$ cat src/rtl/sa_psum_drain_pkg.sv
// ----------------------------------------------------------------------------
// sa_psum_drain_pkg : shared FSM encoding and lane helpers        | rev 1.0
// ----------------------------------------------------------------------------
`default_nettype none

package sa_psum_drain_pkg;

  typedef enum logic [1:0] {
    S_IDLE    = 2'd0,
    S_CAPTURE = 2'd1,
    S_DRAIN   = 2'd2
  } state_t;

  localparam int DEF_ACC_W = 8;

  function automatic int lane_lo(input int j, input int w);
    return j * w;
  endfunction

endpackage

`default_nettype wire

$ cat src/rtl/sa_sync_fifo.sv
// ----------------------------------------------------------------------------
// sa_sync_fifo : first-word-fall-through FIFO, head driven from storage regs | rev 1.0
// ----------------------------------------------------------------------------
`default_nettype none

module sa_sync_fifo #(
  parameter int WIDTH = 33,
  parameter int DEPTH = 4
) (
  input  logic             clk,
  input  logic             rst_n,
  input  logic             i_wr_en,
  input  logic [WIDTH-1:0] i_wr_data,
  input  logic             i_rd_en,
  output logic [WIDTH-1:0] o_rd_data,
  output logic             o_full,
  output logic             o_empty
);

  localparam int AW = (DEPTH > 1) ? $clog2(DEPTH) : 1;

  logic [WIDTH-1:0] r_mem [DEPTH];
  logic [AW-1:0]    r_wr_ptr;
  logic [AW-1:0]    r_rd_ptr;
  logic [AW:0]      r_count;
  logic             w_push;
  logic             w_pop;

  assign o_full    = (r_count == (AW+1)'(DEPTH));
  assign o_empty   = (r_count == '0);
  assign w_pop     = i_rd_en && !o_empty;
  // A full FIFO still accepts a write when the head leaves in the same cycle.
  assign w_push    = i_wr_en && (!o_full || w_pop);
  assign o_rd_data = o_empty ? '0 : r_mem[r_rd_ptr];

  always_ff @(posedge clk or negedge rst_n) begin
    if (!rst_n) begin
      for (int k = 0; k < DEPTH; k++) r_mem[k] <= '0;
      r_wr_ptr <= '0;
      r_rd_ptr <= '0;
      r_count  <= '0;
    end else begin
      if (w_push) begin
        r_mem[r_wr_ptr] <= i_wr_data;
        r_wr_ptr        <= r_wr_ptr + AW'(1);
      end
      if (w_pop) r_rd_ptr <= r_rd_ptr + AW'(1);
      case ({w_push, w_pop})
        2'b10:   r_count <= r_count + (AW+1)'(1);
        2'b01:   r_count <= r_count - (AW+1)'(1);
        default: r_count <= r_count;
      endcase
    end
  end

endmodule

`default_nettype wire

$ cat src/rtl/sa_psum_drain.sv
// ----------------------------------------------------------------------------
// sa_psum_drain : deskews bottom-row psums and emits aligned rows over v/r | rev 1.0
// ----------------------------------------------------------------------------
`default_nettype none

module sa_psum_drain
  import sa_psum_drain_pkg::*;
#(
  parameter int N          = 4,
  parameter int ACC_W      = DEF_ACC_W,
  parameter int ROWS_MAX   = 16,
  parameter int FIFO_DEPTH = 4
) (
  input  logic                          clk,
  input  logic                          rst_n,
  input  logic                          i_start,
  input  logic [$clog2(ROWS_MAX+1)-1:0] i_num_rows,
  input  logic                          i_col0_valid,
  input  logic [N*ACC_W-1:0]            i_psum_in,
  output logic                          o_out_valid,
  input  logic                          i_out_ready,
  output logic [N*ACC_W-1:0]            o_out_data,
  output logic                          o_out_last,
  output logic                          o_busy,
  output logic                          o_done,
  output logic                          o_overflow
);

  localparam int NRW = $clog2(ROWS_MAX+1);
  localparam int DW  = N * ACC_W;

  state_t           r_state;
  logic [NRW-1:0]   r_num;
  logic [NRW-1:0]   r_seen;
  logic             r_done;
  logic             r_overflow;
  logic [N-2:0]     r_vld;
  logic [DW-1:0]    w_row;
  logic             w_row_valid;
  logic             w_is_last;
  logic             w_push;
  logic             w_pop;
  logic             w_drop;
  logic             w_full;
  logic             w_empty;
  logic [DW:0]      w_fifo_rd;

  // Column j is late by j cycles; delaying it by N-1-j lines every column up.
  for (genvar j = 0; j < N; j++) begin : g_col
    if (j == N-1) begin : g_pass
      assign w_row[j*ACC_W +: ACC_W] = i_psum_in[j*ACC_W +: ACC_W];
    end else begin : g_dly
      localparam int D = N - 1 - j;
      logic [ACC_W-1:0] r_pipe [D];
      always_ff @(posedge clk or negedge rst_n) begin
        if (!rst_n) begin
          for (int k = 0; k < D; k++) r_pipe[k] <= '0;
        end else begin
          r_pipe[0] <= i_psum_in[lane_lo(j, ACC_W) +: ACC_W];
          for (int k = 1; k < D; k++) r_pipe[k] <= r_pipe[k-1];
        end
      end
      assign w_row[j*ACC_W +: ACC_W] = r_pipe[D-1];
    end
  end

  always_ff @(posedge clk or negedge rst_n) begin
    if (!rst_n) begin
      r_vld <= '0;
    end else begin
      r_vld[0] <= i_col0_valid;
      for (int k = 1; k < N-1; k++) r_vld[k] <= r_vld[k-1];
    end
  end

  assign w_row_valid = r_vld[N-2];
  assign w_is_last   = (r_seen == r_num - NRW'(1));
  assign w_push      = w_row_valid && (r_state == S_CAPTURE);
  assign w_pop       = o_out_valid && i_out_ready;
  assign w_drop      = w_push && w_full && !w_pop;

  sa_sync_fifo #(
    .WIDTH (DW + 1),
    .DEPTH (FIFO_DEPTH)
  ) u_fifo (
    .clk       (clk),
    .rst_n     (rst_n),
    .i_wr_en   (w_push),
    .i_wr_data ({w_is_last, w_row}),
    .i_rd_en   (i_out_ready),
    .o_rd_data (w_fifo_rd),
    .o_full    (w_full),
    .o_empty   (w_empty)
  );

  // Dropped rows still advance r_seen so a job always reaches DRAIN.
  always_ff @(posedge clk or negedge rst_n) begin
    if (!rst_n) begin
      r_state    <= S_IDLE;
      r_num      <= '0;
      r_seen     <= '0;
      r_done     <= 1'b0;
      r_overflow <= 1'b0;
    end else begin
      r_done <= 1'b0;
      case (r_state)
        S_IDLE: begin
          if (i_start) begin
            if (i_num_rows != '0) begin
              r_state    <= S_CAPTURE;
              r_num      <= i_num_rows;
              r_seen     <= '0;
              r_overflow <= 1'b0;
            end else begin
              r_done <= 1'b1;
            end
          end
        end
        S_CAPTURE: begin
          if (w_row_valid) begin
            r_seen <= r_seen + NRW'(1);
            if (w_is_last) r_state <= S_DRAIN;
          end
          if (w_drop) r_overflow <= 1'b1;
        end
        S_DRAIN: begin
          if (w_empty) begin
            r_state <= S_IDLE;
            r_done  <= 1'b1;
          end
        end
        default: r_state <= S_IDLE;
      endcase
    end
  end

  assign o_out_valid = !w_empty;
  assign o_out_data  = w_fifo_rd[DW-1:0];
  assign o_out_last  = w_fifo_rd[DW];
  assign o_busy      = (r_state != S_IDLE);
  assign o_done      = r_done;
  assign o_overflow  = r_overflow;

endmodule

`default_nettype wire

$ cat config.mk
export PLATFORM = sky130hd
export DESIGN_NAME = sa_psum_drain
export DESIGN_NICKNAME = d
export VERILOG_FILES = /design/src/rtl/sa_psum_drain_pkg.sv /design/src/rtl/sa_sync_fifo.sv /design/src/rtl/sa_psum_drain.sv
export SDC_FILE = /design/constraint.sdc
export NUM_CORES = 1
export LEC_CHECK = 0
export BUFFER_PORTS_ARGS = -buffer_cell sky130_fd_sc_hd__buf_2
export CAP_MARGIN = 20
export CORE_ASPECT_RATIO = 0.7
export CORE_MARGIN = 1.5
export CORE_UTILIZATION = 60
export CTS_BUF_LIST = sky130_fd_sc_hd__clkbuf_8
export DETAILED_ROUTE_END_ITERATION = 10
export GPL_TIMING_DRIVEN = 0
export PLACE_DENSITY_LB_ADDON = 0.15
export SLEW_MARGIN = 30
export SYNTH_ARGS = -nofsm -noshare
export SYNTH_HDL_FRONTEND = slang
export SYNTH_HIERARCHICAL = 1
export SYNTH_SLANG_ARGS = --single-unit
$ cat constraint.sdc
create_clock -name clk -period 4.1 [get_ports clk]
set_input_delay 0.41 -clock clk [delete_from_list [all_inputs] [get_ports clk]]
set_output_delay 0.41 -clock clk [all_outputs]
set_load 0.02 [all_outputs]
==> metrics.yaml <==
pwr:
  leakage_uw: 0.004461
  totalPowerFinal_uw: 8320
  peakVddDrop_mv: 0.4478
  p_per_area_nw_per_um2: 836.4
cts:
  cts_tree: "done"
  clkTransAtPathRegs_ns: 0.07
  cts_root_buf: "clkbuf_8"
  clock-sinks: 204
  cts_buffers: 30
  h-tree-depth: 1
  clk_latency_ns: 0.54
  ctsLongestPathBuffers: 3
sta:
  slew_headroom_pct: 51.62
  fin_crit_ns: 2.934
  setup_tns_ns: 0
  rsz0062_at_grt: "no"
  slew_violations: 0
  hold_viol: 0
  fin_worst_skew_ns: 0.01170
  max_freq_mhz: 340.8
  min_period_over_period_pct: 71.56
  setup_ws_ns: 1.166
  setup_violations: 0
  tightestPinTransition_ns: 0.7257
drt:
  avgRoutedWirePerCell_um: 17.83
  dr.pass1.iters: 4
  vias: 4699
  drt-initial-drc-count: 187
  ant_nets: 0
  vias_per_cell: 5.445
  drc: 0
  detail_route.wirelength_um: 15390
floorplan:
  die_x_um: 144.7
  core_um2: 13830
  num_rows: 36
  io_pins: 79
  start_util_pct: 61.01
  fp.dieH_um: 102.2
  dieArea_um2: 14790
global_route:
  grt_pass1_vias: 5025
  grt_max_degree: 91
  grt_pass1_wl_um: 25510
  grt_use_total_pct: 22.46
  overflow: 0
  grt_antenna_before_repair: 0
finish:
  instances_no_fill: 863
  antenna_cells: 0
  fin_nets: 707
  area_delta_synth_final_pct: 17.90
  drive_above_1_share_pct: 47.40
  utilization_pct: 71.93
synthesis:
  synth_compound_area_share_pct: 1.261
  synthArstFlopShare_pct: 100.0
  ys_seq_area_share_pct: 60.51
  synth_edf_count: 0
  ys_ff_latch: 204
  syn-cell-area_um2: 8437
  synthFlopType: "dfrtp_1"
  synth_fp_nets: 569
  synthAdderAreaFrac_pct: 1.275
  netlist_instances: 519
  yosys_warnings: 6
  synth_mux_area_share_pct: 27.52
  synth_top_family_by_area: "multiplexers"
  synth_xor_area_share_pct: 1.350
  synthSimpleGateAreaFrac_pct: 5.161
  synthDistinctLibCells: 36
  synth.avg_cell_area_um2: 16.26
worst_setup_path:
  startpoint_type: "flip-flop"
  cp.required_ns: 3.69
  arrival_ns: 2.52
  end_kind: "output pin"
  crit_fanout: 10
  worstSetupPathType: "reg2out"
place:
  place_congestion: 0.7672
  place_ws_ns: 1.686
  portBuffers: 78
  dpl.hpwl_um: 9930
  place_inst: 789
hold_path:
  hold_path_class: "in2reg"
flow_run:
  cap_violations: 0
run_status:
  status: "completed"
[final cells by class]
class	count	area (um^2)
Inverter	12	45.04
Clock inverter	11	42.54
Tap cell	190	237.7
Fill cell	953	3881
Buffer	24	201.4
Multi-Input combinational cell	279	3090
Sequential cell	204	5105
Clock buffer	37	509.2
Timing Repair Buffer	106	715.7
[metrics by stage]
stage	cell area [um^2]	hold slack, ns
floorplan	8437	0.1144
global placement	9065	0.3321
detailed placement	9135	0.3355
CTS	9947	0.08626
global route	9947	0.09008
finish	9947	0.1195
[state kept, by name, summed over array words and instances, names as in the netlist, 3 cells and up]
signal,count
g_col.g_dly.r_pipe,48
u_fifo/r_mem,132
u_fifo/r_count,3
r_seen,5
r_vld,3
r_num,5
[routing by layer]
layer / share of wire, % / wire (um) / GRT usage, % / vias to the layer above
met4: 1.8 / 278 / 5.439 / 0
met3: 3.2 / 493 / 4.030 / 28
li1: - / - / - / 2130
met2: 48 / 7376 / 36.44 / 79
met5: 0 / 0 / 0 / -
met1: 47 / 7240 / 32.22 / 2462
[synthesized netlist by cell type, drive strengths merged, types with 5 or more instances]
cell	n	share of area [%]
dfrtp	204	61
mux2	138	19
mux4	33	8.8
nor2b	26	2.0
buf	20	2.2
inv	12	0.53
nor2	11	0.64
and2b	9	0.80
nand2	9	0.40
xor2	8	0.83
ha	7	1.0
o21ai	7	0.42
xnor2	5	0.52
[cell families after synthesis]
kind of cell             count (synthesis)
XOR/XNOR                                13
AND/OR/NAND/NOR                         70
flip-flops                             204
buffers and inverters                   36
adder cells (fa/ha/maj)                  8
AO/OA/AOI/OAI                           16
multiplexers                           172
[timing repair]
item / CTS / global route
setup buffers: 0 / 0
hold buffers: 26 / 0
gates resized for setup: 0 / 0
hold endpoints to repair: 78 / 0
[where the power goes]
group	internal, uW	switching, uW	total (uW)
combinational	1910	1660	3570
clock	799	704	1500
sequential	2810	442	3250
total	5510	2810	8320
[worst max-delay path: stages (launching register included)]
cell      delay (ns)
dfrtp_1         0.45
nor3_2          0.57
clkbuf_1        0.53
and2b_1         0.27
buf_2           0.16
[layout by cell type, fill, tap and decap left out, types with 6 or more instances in the layout]
| master | instances |
|---|---|
| dfrtp_1 | 204 |
| and2b_1 | 9 |
| dlygate4sd3_1 | 26 |
| mux4_2 | 33 |
| inv_1 | 22 |
| clkbuf_8 | 37 |
| xor2_1 | 8 |
| buf_2 | 82 |
| nor2_1 | 6 |
| mux2_2 | 134 |
| nor2b_1 | 25 |
| buf_6 | 13 |
| nand2_1 | 9 |
| ha_1 | 7 |
[worst paths after layout]
check | startpoint | slack (ns) | endpoint | depth (start not counted)
worst max-delay path | u_fifo/r_count[0] | 1.17 | o_out_data[22] | 4
worst min-delay path | i_num_rows[0] | 0.12 | r_num[0] | 2
worst max register to register | r_state[1] | 1.69 | u_fifo/r_mem[116] | 6
worst min register to register | g_col[0].g_dly.r_pipe[23] | 0.35 | g_col[0].g_dly.r_pipe[15] | 0
max in group asynchronous | rst_n | 2.93 | u_fifo/r_mem[116] | 3
min in group asynchronous | rst_n | 0.40 | r_seen[2] | 2
(Power assumes the default switching activity.)
